===== config.mk =====
export PLATFORM = sky130hd
export DESIGN_NAME = executor_movimento_flat
export DESIGN_NICKNAME = d
export VERILOG_FILES = /design/src/rtl/robo_pkg.sv /design/src/rtl/executor_movimento_if.sv /design/src/rtl/executor_movimento_gerador_passo.sv /design/src/rtl/executor_movimento.sv /design/src/flat_wrapper.sv
export SDC_FILE = /design/constraint.sdc
export NUM_CORES = 1
export LEC_CHECK = 0
export ABC_CLOCK_PERIOD_IN_PS = 6750
export BUFFER_PORTS_ARGS = -buffer_cell sky130_fd_sc_hd__buf_2
export CAP_MARGIN = 20
export CORE_MARGIN = 10
export CORE_UTILIZATION = 59
export CTS_CLUSTER_DIAMETER = 100
export DETAILED_ROUTE_END_ITERATION = 6
export PLACE_DENSITY_LB_ADDON = 0.25
export SLEW_MARGIN = 25
export SYNTH_ARGS = -nofsm -noshare
export SYNTH_HDL_FRONTEND = slang
export SYNTH_HIERARCHICAL = 1
export SYNTH_SLANG_ARGS = --single-unit

===== constraint.sdc =====
create_clock -name clockc2 -period 6.75 [get_ports clockc2]
set_clock_uncertainty 0.2 [all_clocks]
set_input_delay 1.35 -clock clockc2 [delete_from_list [all_inputs] [get_ports clockc2]]
set_output_delay 1.35 -clock clockc2 [all_outputs]
set_load 0.02 [all_outputs]

===== src/rtl/robo_pkg.sv =====
// Shared definitions for the robot controller: executor states, wheel direction codes, default timing.
// Latency: none (types and constants only).
// Backpressure: none (types and constants only).
package robo_pkg;

    typedef enum logic [2:0] {
        OCIOSO = 3'd0,
        AVANCA = 3'd1,
        GIRA   = 3'd2,
        ARCO   = 3'd3,
        REMOVE = 3'd4,
        FIM    = 3'd5
    } estado_exec_t;

    localparam logic DIR_FRENTE = 1'b1;
    localparam logic DIR_TRAS   = 1'b0;

    // Defaults shared with the navigation FSM so both sides agree on motion timing.
    localparam int PASSO_DIV_PAD     = 4;
    localparam int PASSOS_AVANCO_PAD = 8;
    localparam int PASSOS_GIRO_PAD   = 6;
    localparam int REMOVE_CICLOS_PAD = 16;

    function automatic int max_int(input int a, input int b);
        return (a > b) ? a : b;
    endfunction

endpackage


===== src/rtl/executor_movimento_if.sv =====
// Command and actuator bundle between the navigation FSM and the motion executor.
// Latency: none (wires only).
// Backpressure: none; commands are levels and ocupado tells the master when they are being ignored.
interface executor_movimento_if;

    logic avancar;
    logic girar;
    logic remover;
    logic roda_esq_passo;
    logic roda_dir_passo;
    logic roda_esq_dir;
    logic roda_dir_dir;
    logic garra;
    logic ocupado;
    logic concluido;

    modport master (
        output avancar, girar, remover,
        input  roda_esq_passo, roda_dir_passo, roda_esq_dir, roda_dir_dir,
        input  garra, ocupado, concluido
    );

    modport slave (
        input  avancar, girar, remover,
        output roda_esq_passo, roda_dir_passo, roda_esq_dir, roda_dir_dir,
        output garra, ocupado, concluido
    );

endinterface


===== src/rtl/executor_movimento_gerador_passo.sv =====
// Step timing: divides the clock by PASSO_DIV and counts step events up to limite.
// Latency: first evento PASSO_DIV-1 cycles after inicia drops; fim_contagem flags the last event.
// Backpressure: none; inicia holds both counters at zero.
module gerador_passo #(
    parameter int PASSO_DIV = 4,
    parameter int CW        = 4
) (
    input  logic          clk,
    input  logic          rst_n,
    input  logic          inicia,
    input  logic [CW-1:0] limite,
    output logic          evento,
    output logic          fim_contagem
);

    localparam int              DW      = $clog2(PASSO_DIV);
    localparam logic [DW-1:0]   DIV_MAX = DW'(PASSO_DIV - 1);

    logic [DW-1:0] divisor;
    logic [CW-1:0] contagem;

    // Counter stops producing events once it reaches limite, so it saturates there.
    assign evento       = !inicia && (divisor == DIV_MAX) && (contagem != limite);
    assign fim_contagem = evento && (contagem == (limite - CW'(1)));

    // Divider wraps freely; event counter advances only on an event.
    always_ff @(posedge clk or negedge rst_n) begin
        if (!rst_n) begin
            divisor  <= '0;
            contagem <= '0;
        end else if (inicia) begin
            divisor  <= '0;
            contagem <= '0;
        end else begin
            divisor <= (divisor == DIV_MAX) ? '0 : divisor + DW'(1);
            if (evento) begin
                contagem <= contagem + CW'(1);
            end
        end
    end

endmodule


===== src/rtl/executor_movimento.sv =====
// Executes avancar/girar/remover commands as timed wheel step trains or a gripper pulse.
// Latency: command accepted on the edge after it is seen in OCIOSO; concluido one cycle after the last step.
// Backpressure: commands seen while ocupado or in FIM are dropped, not queued.
module executor_movimento
    import robo_pkg::*;
#(
    parameter int PASSO_DIV     = PASSO_DIV_PAD,
    parameter int PASSOS_AVANCO = PASSOS_AVANCO_PAD,
    parameter int PASSOS_GIRO   = PASSOS_GIRO_PAD,
    parameter int REMOVE_CICLOS = REMOVE_CICLOS_PAD
) (
    input  logic                  clockc2,
    input  logic                  reset,
    executor_movimento_if.slave   bus
);

    localparam int             PASSOS_MAX = max_int(PASSOS_AVANCO, PASSOS_GIRO);
    localparam int             CW         = $clog2(PASSOS_MAX + 1);
    localparam int             RW         = $clog2(REMOVE_CICLOS + 1);
    localparam logic [RW-1:0]  REM_ULT    = RW'(REMOVE_CICLOS - 1);
    localparam logic [RW-1:0]  REM_MAX    = RW'(REMOVE_CICLOS);

    estado_exec_t  estado;
    estado_exec_t  prox;
    logic          roda_ativa;
    logic          evento;
    logic          fim_contagem;
    logic          par;
    logic [CW-1:0] limite;
    logic [RW-1:0] rem_cnt;

    assign roda_ativa = (estado == AVANCA) || (estado == GIRA) || (estado == ARCO);
    assign limite     = (estado == GIRA) ? CW'(PASSOS_GIRO) : CW'(PASSOS_AVANCO);

    gerador_passo #(
        .PASSO_DIV (PASSO_DIV),
        .CW        (CW)
    ) u_gerador (
        .clk          (clockc2),
        .rst_n        (reset),
        .inicia       (!roda_ativa),
        .limite       (limite),
        .evento       (evento),
        .fim_contagem (fim_contagem)
    );

    // State register; reset drops any running command with no resume.
    always_ff @(posedge clockc2 or negedge reset) begin
        if (!reset) begin
            estado <= OCIOSO;
        end else begin
            estado <= prox;
        end
    end

    // Next state: priority remover > arco > girar > avancar, sampled only in OCIOSO.
    always_comb begin
        prox = estado;
        case (estado)
            OCIOSO: begin
                if (bus.remover)                     prox = REMOVE;
                else if (bus.avancar && bus.girar)   prox = ARCO;
                else if (bus.girar)                  prox = GIRA;
                else if (bus.avancar)                prox = AVANCA;
            end
            AVANCA, GIRA, ARCO: if (fim_contagem) prox = FIM;
            REMOVE:             if (rem_cnt == REM_ULT) prox = FIM;
            FIM:                prox = OCIOSO;
            default:            prox = OCIOSO;
        endcase
    end

    // Gripper cycle counter and arc step parity (par=1 means an odd number of events so far).
    always_ff @(posedge clockc2 or negedge reset) begin
        if (!reset) begin
            rem_cnt <= '0;
            par     <= 1'b0;
        end else begin
            if (estado != REMOVE)       rem_cnt <= '0;
            else if (rem_cnt != REM_MAX) rem_cnt <= rem_cnt + RW'(1);
            if (!roda_ativa)            par <= 1'b0;
            else if (evento)            par <= ~par;
        end
    end

    // Outputs decode only state registers, so command inputs never reach them combinationally.
    always_comb begin
        bus.roda_esq_passo = 1'b0;
        bus.roda_dir_passo = 1'b0;
        bus.roda_esq_dir   = 1'b0;
        bus.roda_dir_dir   = 1'b0;
        bus.garra          = 1'b0;
        bus.ocupado        = 1'b0;
        bus.concluido      = 1'b0;
        case (estado)
            AVANCA: begin
                bus.roda_esq_passo = evento;
                bus.roda_dir_passo = evento;
                bus.roda_esq_dir   = DIR_FRENTE;
                bus.roda_dir_dir   = DIR_FRENTE;
                bus.ocupado        = 1'b1;
            end
            GIRA: begin
                bus.roda_esq_passo = evento;
                bus.roda_dir_passo = evento;
                bus.roda_esq_dir   = DIR_FRENTE;
                bus.roda_dir_dir   = DIR_TRAS;
                bus.ocupado        = 1'b1;
            end
            ARCO: begin
                bus.roda_esq_passo = evento && par;
                bus.roda_dir_passo = evento;
                bus.roda_esq_dir   = DIR_FRENTE;
                bus.roda_dir_dir   = DIR_FRENTE;
                bus.ocupado        = 1'b1;
            end
            REMOVE: begin
                bus.garra   = 1'b1;
                bus.ocupado = 1'b1;
            end
            FIM:     bus.concluido = 1'b1;
            default: ;
        endcase
    end

endmodule


===== src/flat_wrapper.sv =====
// flat-port wrapper written by rule: the top's interface ports become plain ports
module executor_movimento_flat import robo_pkg::*;
#(
    parameter int PASSO_DIV     = PASSO_DIV_PAD,
    parameter int PASSOS_AVANCO = PASSOS_AVANCO_PAD,
    parameter int PASSOS_GIRO   = PASSOS_GIRO_PAD,
    parameter int REMOVE_CICLOS = REMOVE_CICLOS_PAD
)
  (clockc2, reset, bus_avancar, bus_girar, bus_remover, bus_roda_esq_passo, bus_roda_dir_passo, bus_roda_esq_dir, bus_roda_dir_dir, bus_garra, bus_ocupado, bus_concluido);
  executor_movimento_if bus_i ();
  input  logic clockc2;
  input  logic reset;
  input wire logic [$bits(bus_i.avancar)-1:0] bus_avancar;
  input wire logic [$bits(bus_i.girar)-1:0] bus_girar;
  input wire logic [$bits(bus_i.remover)-1:0] bus_remover;
  output wire logic [$bits(bus_i.roda_esq_passo)-1:0] bus_roda_esq_passo;
  output wire logic [$bits(bus_i.roda_dir_passo)-1:0] bus_roda_dir_passo;
  output wire logic [$bits(bus_i.roda_esq_dir)-1:0] bus_roda_esq_dir;
  output wire logic [$bits(bus_i.roda_dir_dir)-1:0] bus_roda_dir_dir;
  output wire logic [$bits(bus_i.garra)-1:0] bus_garra;
  output wire logic [$bits(bus_i.ocupado)-1:0] bus_ocupado;
  output wire logic [$bits(bus_i.concluido)-1:0] bus_concluido;
  assign bus_i.avancar = bus_avancar;
  assign bus_i.girar = bus_girar;
  assign bus_i.remover = bus_remover;
  assign bus_roda_esq_passo = bus_i.roda_esq_passo;
  assign bus_roda_dir_passo = bus_i.roda_dir_passo;
  assign bus_roda_esq_dir = bus_i.roda_esq_dir;
  assign bus_roda_dir_dir = bus_i.roda_dir_dir;
  assign bus_garra = bus_i.garra;
  assign bus_ocupado = bus_i.ocupado;
  assign bus_concluido = bus_i.concluido;
  executor_movimento #(.PASSO_DIV(PASSO_DIV), .PASSOS_AVANCO(PASSOS_AVANCO), .PASSOS_GIRO(PASSOS_GIRO), .REMOVE_CICLOS(REMOVE_CICLOS)) u_core (.clockc2(clockc2), .reset(reset), .bus(bus_i));
endmodule

==> results.md, run 1 <==
- The net switching power is 145.8 µW.
- The number of nets in the final layout is roughly 130.
- The startpoint identified for the worst register-to-register timing path is u_core/estado[1].
- On the worst path, the slowest cell contributes a delay of between 500 and 600 ps.
- Setup repair after global routing left no endpoint under its margin.
- In this run the standard cell core region covers approximately 0.0015 mm².
- The number of vias per cell is 5.315.
- The count of non-filler cells in the finished layout is 130.
- The flow ran to the end, and the final reports show no timing, DRC or antenna violations.
- The most used standard cell by instance count after synthesis is dfrtp_1.
- The worst voltage drop across the vdd grid is about 0.21 mV.
- The register bit total from synthesis is 15.
- In this run the tool buffered the top-level ports with 11 buffer cells.
- The critical path data arrival time is around 2600 ps.
- Counting instances in the post-synthesis netlist gives the leading cell types as dfrtp_1, inv_1, nor2_1, xor2_1.
- The number of buffers added by the clock tree synthesis step is 3.
- The maximum number of buffers from clock root to sink is 2.
- After global routing the overflow that remains totals 0.
- The count of final hold-check violations is 0.
- The total negative setup slack is 0 ps.
- In this run the core area contains 14 standard-cell rows.
- In the synthesized netlist the dominant register cell turns out to be dfrtp_1.
- The share of total power dissipated in sequential elements is 0.391.
- The area occupied by registers is around 380 µm².
- Based on the critical path, the design can be clocked at up to about 240 MHz.
- The power after layout is around 330 µW.
- Entering global routing, the biggest net connects 16 pins.
- Buffers inserted to repair hold after CTS numbered 0.
- In this design, the critical path's most frequently occurring cell is inv_1.
- Of the synthesized area, sequential elements account for 0.4087.
- The first global-routing pass estimated 3.036 mm of wire.
- The internal power of the cells totals roughly 180 µW.
- The clock sink count is 15.
- The number of filler instances in the final layout is about 120.
- The area of combinational cells with multiple inputs is between 400 and 500 µm².
- The worst setup path is captured at a primary output.
- From left edge to right edge, the die measures 59.46 µm.
- The synthesized design spends more area on one cell type than any other, namely dfrtp_1.
- The total number of H-tree levels is 1.
- In this run the static leakage power is around 0.50 nW.
- During synthesis, Yosys emitted a total of 6 warnings.
- The number of nets with antenna violations after detailed routing is 0.
- The worst hold path begins at u_core/u_gerador/divisor[0].
- The via count of the first global-routing pass is 692.
- Of the total power, the clock network draws 0.148.
- The sum of routed wire length over all layers is about 1.6 mm.
- At the worst endpoint, the required time is 5200 ps.
- The average wire length per cell after detail routing is roughly 13 µm.
- The number of antenna violations at the first check in global routing is 0.
- Summing every instance area after synthesis gives 918.4 µm².
- The clock tree from TritonCTS is done.
- The switching fraction of total power is 0.4442.
- The path with the worst hold slack has its endpoint at u_core/u_gerador/divisor[0].
- Traced cell by cell, the critical path runs through inv_1 > or3_1 > inv_1 > xor2_1 > o41ai_4 > nor2_1 > and2_1 > o21a_1 > buf_2.
- The number of gates resized after cts is 0.
- The number of iterations in the first detailed-routing pass is 4.
- Of the post-synthesis cell area, the dominant cell type holds 0.4087.
- The final weighted congestion in routability-driven placement is roughly 0.74.
- The number of setup violations in the final report is 0.
- For flop-to-flop paths, the worst setup slack is around 3900 ps.
- The tightest min-delay check is of the reg -> reg type.
- In the routed design, unresolved DRC markers number 0.
- By startpoint and endpoint, the worst setup path is classified as reg -> out.
- The number of cells on the worst hold path is 1.
- The total setup buffers inserted after CTS is 0.
- The count of final max-slew check failures is 0.
- The first routing iteration left 10 violations.
- The die area is 0.003535 mm².
- The source-to-sink clock delay at the later pin of the worst-skew pair is about 270 ps.
- The synthesized instance count is roughly 100.
- The number of placed instances, taps included, is around 130.
- The root buffer cell is clkbuf_4.
- The initial utilization of the core area, before any placement, comes to 0.6168.
- Clock-pin slew was measured on the worst setup and hold paths at around 90 ps.
- Relative to the synthesized area, the layout overhead comes to 11.04%.
- 12 I/O pins were placed.
- STA classifies the critical path startpoint as a flop.
- The mean instance size in the synthesized netlist is about 9 µm².
- Among all stages on the critical path, the largest delay is contributed by o41ai_4.
- In this run the power density over the cells is about 320 mW/mm².
- Of the available clock period, the critical path in the final layout requires 0.6168.
- By area the synthesized netlist is led by dfrtp_1, ha_1, xor2_1.
- In this run the vertical extent of the chip is 59.46 µm.
- The worst path in the final design needs a cycle of ~4200 ps, including I/O delays and setup.
- Across all layers, the routed design uses 691 vias.
- The all-layer global routing usage is 0.1062.
- The worst register-to-register path ends at u_core/estado[0].
- Counting cells, the worst reg-to-reg path comes to 9.
- 0 antenna diodes ended up in the layout.
- The max-capacitance violation count is 0.
- After legalization and detailed placement, the total HPWL measured ~1.3 mm.
- The share of async-settable or async-resettable flops after synthesis is 1.000.
- The count of flip-flops with a built-in enable after synthesis is 0.
- The distinct cell type count of the synthesized netlist is 28.
- The biggest fanout along the worst timing path is 8.
- The fraction of final layout cells with drive strength greater than 1 is 0.1667.
- Of the total power, combinational logic draws 0.462.
## cells in the final DEF (no fill, tap or decap)
cell type	count
nor3_2	1
nand2b_1	1
or3_1	4
clkinv_2	1
buf_2	11
a31oi_1	1
xor2_1	7
o41ai_4	1
o21ai_0	3
and2_1	1
nor2b_1	2
clkbuf_4	3
nand3b_1	1
and3_1	2
nor2_1	11
inv_1	12
o21a_1	1
ha_1	6
a21oi_1	5
nand2_1	5
nand3_1	2
nand4_1	1
nor4_2	1
dfrtp_1	15
conb_1	3
nor2_2	1
xnor2_1	6
mux2i_1	2
nor3_1	4
## stage by stage
stage | cell area (µm²) | utilization | setup WS [ps] | hold WS [ps]
floorplan | 925.9 | - | 3033 | 208.5
global placement | 992.2 | 0.6664 | 2980 | 223.1
detailed placement | 992.2 | 0.6664 | 2880 | 241.6
CTS | 1020 | 0.6849 | 2552 | 259.3
global route | 1020 | 0.6849 | 2369 | 276.8
finish | 1020 | 0.6849 | 2587 | 254.6
## kinds of logic (layout without fill, tap and decap cells)
group                    after synthesis  count (layout)  synth area share
AND/OR/NAND/NOR                       37              37            0.2125
flip-flops                            15              15            0.4087
buffers and inverters                 14              27           0.05857
XOR/XNOR                              13              13            0.1240
AO/OA/AOI/OAI                         11              11           0.08856
adder cells (fa/ha/maj)                6               6           0.08174
multiplexers                           2               2           0.02180
other                                  1               3          0.004083
## critical path: cells and delay by family, from the launching register on
family | cells | cell delay, ps
and+or+nand+nor | 3 | 710
xor gates and xnor gates | 1 | 150
buffers and inverters | 3 | 400
AOI/OAI and AO/OA | 2 | 660
DFF | 1 | 420
## cell type report
type                            instances  share of cell area
Clock inverter                          1            0.004908
Multi-Input combinational cell         72              0.4871
Inverter                               12             0.04417
Clock buffer                            3             0.02209
Sequential cell                        15              0.3681
Timing Repair Buffer                   11             0.05399
Tap cell                               16             0.01963
## flip-flops by register name, indices dropped and copies added (netlist names)
signal / count
u_core/rem_cnt: 5
u_core/u_gerador/contagem: 4
u_core/estado: 3
u_core/u_gerador/divisor: 2
u_core/par: 1
## power groups by stage
stage	registers, mW	clock network [mW]	logic, mW
after floorplan	0.119	0	0.122
after global placement	0.128	0	0.149
after detailed placement	0.130	0	0.153
after CTS	0.128	0.0513	0.154
after global routing	0.131	0.0544	0.174
final	0.128	0.0485	0.152
## how the worst max path moves through the flow
stage                      from            endpoint  depth (start not counted)
2_1_floorplan  u_core/estado[1]  bus_roda_esq_passo                          8
3_3_place_gp   u_core/estado[1]  bus_roda_esq_passo                          9
3_5_place_dp   u_core/estado[1]  bus_roda_esq_passo                          9
4_1_cts        u_core/estado[1]  bus_roda_esq_passo                          9
5_1_grt        u_core/estado[1]  bus_roda_esq_passo                          9
6_report       u_core/estado[1]  bus_roda_esq_passo                          9
## layer usage
layer	global-route usage	wire, µm	up-vias
li1	-	-	353
met5	0	0	-
met2	0.1724	782	12
met3	0.04292	102	2
met4	0.02951	15	0
met1	0.1248	726	324
Power figures use the tool's default switching activity.
==> run 2: changes to the inputs <==
ABC_CLOCK_PERIOD_IN_PS = 4100   (was 6750)
CORE_UTILIZATION = 55   (was 59)
clock period = 4.1 ns   (was 6.75 ns; I/O delays follow)
==> run 2 against run 1 <==
Sequential power increased by 65%. Clock power increased by 69%. Sequential share of layout area about the same. Routed wire length increased by 7.6%. Non-clock buffer count unchanged. Clock-buffer cell count increased by 1. Die area increased by 4.8%. Via count increased by 4.2%. Highest routed layer unchanged.
==> results.md, run 2 (synthesized netlist as in run 1, its figures left out) <==
- The met3 wirelength from detailed routing is 118 µm (+16%).
- The total of buffers placed on input and output ports is 11 (unchanged).
- Setup repair after global routing left no endpoint under its margin.
- The slowest library cell on the worst path is o41ai_4.
- The number of core rows is 14 (unchanged).
- The I/O pin count is 12 (unchanged).
- The overall die width is 60.86 µm (+2.4%).
- The core utilization of the finished layout is 0.6607 (-0.02416).
- The part of the cycle the worst path needs is 0.8892.
- The source-to-sink clock delay at the later pin of the worst-skew pair is 280 ps (about the same).
- The number of DRC violations after detailed routing came to 0 (unchanged).
- The starting density of the core is 0.5958 (-0.02103).
- The core box area was 0.001541 mm² (+3.5%).
- The via count of the first global-routing pass is 696 (+0.58%).
- The minimum hold slack came to 237.8 ps (-16.79 ps).
- The number of iterations in the first detailed-routing pass is 4 (unchanged).
- The number of setup violations in the final report is 0 (unchanged).
- The fraction of final layout cells with drive strength greater than 1 is 0.1579 (-0.008772).
- The die area came to 0.003704 mm² (+4.8%).
- The total number of H-tree levels is 1 (unchanged).
- The total setup buffers inserted after CTS came to 0 (unchanged).
- The count of final max-slew check failures is 0 (unchanged).
- The clock-pin slew reported for the worst setup and hold paths after clock tree synthesis is 90 ps (about the same).
- The type of the worst setup path is reg -> out.
- The count of final hold-check violations is 0 (unchanged).
- The final antenna diode count is 0 (unchanged).
- The buffers plus inverters on the worst setup path is 3 (unchanged).
- The cell area power density was 531.8 mW/mm² (+65%).
- The worst voltage drop across the vdd grid is 0.3447 mV (+67%).
- The routed via count is 720 (+4.2%).
- The max-capacitance violation count was 0 (unchanged).
- The kind of path behind the tightest hold check is in -> async.
- The power after layout came to 541.6 µW (+65%).
- The number of gates resized after cts came to 0 (unchanged).
- For this run, the top clock speed supported by timing is between 200 and 300 MHz.
- The total negative setup slack is 0 ps (unchanged).
- The flow ran to the end, and the final reports show no timing, DRC or antenna violations.
- The top cell types in the final layout, fill and taps aside, are dfrtp_1, inv_1, buf_2, nor2_1, xor2_1.
- The most frequent standard cell in the layout excluding fill and tap cells is dfrtp_1.
- The sum of routed wire length over all layers came to 1.751 mm (+7.6%).
- Traced cell by cell, the critical path runs through inv_1 > or3_1 > inv_1 > xor2_1 > o41ai_4 > nor2_1 > and2_1 > o21a_1 > buf_2.
- The top metal layer carrying routed signals is met4.
- The final period demand of the worst path is roughly 3600 ps.
- The clock sink count came to 15 (unchanged).
- The pin count of the biggest net entering global routing was 16 (unchanged).
- The family with the most delay on the worst path is simple AND/OR/NAND/NOR gates.
- The type of element launching the critical path is a flop.
- The number of buffers added by the clock tree synthesis step is 3 (unchanged).
- TritonCTS built the clock tree.
- The maximum single-stage delay on the critical path is 570 ps (about the same).
- The average wire length per cell after detail routing is 13.47 µm (+7.6%).
- The root buffer cell is clkbuf_4.
- The synthesis-to-layout area growth is 10.90%.
- The placed cell count is 126 (unchanged).
- The count of non-filler cells in the finished layout is 130 (unchanged).
- The largest registers in the layout are u_core/rem_cnt: 5 flops, u_core/u_gerador/contagem: 4 flops, u_core/estado: 3 flops.
- The number of nets in the final layout is 126 (unchanged).
- The chip height is 60.86 µm (+2.4%).
- The leakage power is 0.4985 nW (-0.54%).
- The routed length on met1 is 790 µm (+8.8%).
- The critical path data arrival time is 2630 ps (+20 ps).
- The register with the highest flop count is u_core/rem_cnt.
- The flip-flop count of the largest register after layout was 5 (unchanged).
- The number of antenna violations at the first check in global routing is 0 (unchanged).
- The sum of met2 wire segment lengths after detailed routing was 804 µm (+2.8%).
- The all-layer global routing usage is 0.1039 (-0.002256).
- The total grt overflow came to 0 (unchanged).
- The worst setup path is captured at a primary output.
- The number of hold buffers added after cts came to 0 (unchanged).
- In this design, the critical path's most frequently occurring cell is inv_1.
- The first-pass GRT wire length came to 2.932 mm (-3.4%).
- The detailed-placement wirelength estimate is 1.303 mm (-2.5%).
- The number of nets with antenna violations after detailed routing is 0 (unchanged).
- The final weighted congestion in routability-driven placement is 0.7659 (+3.3%).
- The biggest fanout along the worst timing path is 8 (unchanged).
- The maximum number of buffers from clock root to sink is 2 (unchanged).
- The initial detailed-routing violation count is 10 (unchanged).
- The critical path data required time is 3080 ps (-2120 ps).
- The number of vias per cell is 5.538 (+4.2%).
run 2: changes by cell type in the layout (fill, tap and decap cells not counted), sizes merged:
cell / previous run / this run
clkbuf: 3 / 4
clkinv: 1 / 0
run 2: worst register-to-register path: stages (launching register included):
cell and delay (ps):
dfrtp_1 420, inv_1 80, or3_1 400, inv_1 170
xor2_1 160, o41ai_4 570, nor3_1 160, or3_1 390
a31oi_1 170, nor2_1 60
run 2: path summary, 6_finish.rpt:
path / startpoint / depth (start not counted) / slack [ps] / end
min in group clockc2: u_core/u_gerador/divisor[0] / 1 / 240 / u_core/u_gerador/divisor[0]
max in group asynchronous: reset / 1 / 3200 / u_core/par
hold reg to reg: u_core/u_gerador/divisor[0] / 1 / 240 / u_core/u_gerador/divisor[0]
setup / recovery: u_core/estado[1] / 9 / 450 / bus_roda_esq_passo
setup reg to reg: u_core/estado[1] / 9 / 1200 / u_core/estado[0]
hold / removal: reset / 1 / 240 / u_core/estado[1]
run 2: where the power goes:
group / switching [mW] / internal (mW)
Combinational: 0.160 / 0.0892
Clock: 0.0442 / 0.0377
Sequential: 0.0363 / 0.175
Total: 0.240 / 0.302
run 2: cell type report:
class | count | area (µm²)
fill | 129 | 523.0
multi-input combinational | 72 | 496.7
sequential | 15 | 375.4
timing repair buffer | 11 | 55.05
inverter | 12 | 45.04
clock buffer | 4 | 26.28
tap | 16 | 20.02
run 2: per-stage QoR:
step	setup slack, ps	cell area, µm²
after floorplan	912.6	925.9
after global placement	879.7	992.2
after detailed placement	776.0	992.2
after CTS	450.5	1018
after global routing	251.8	1018
final	454.2	1018
run 2: routing by layer:
layer,GRT usage,vias to the layer above
met4,0.04702,0
met3,0.03549,4
met5,0,-
met1,0.1142,346
met2,0.1761,15
li1,-,355
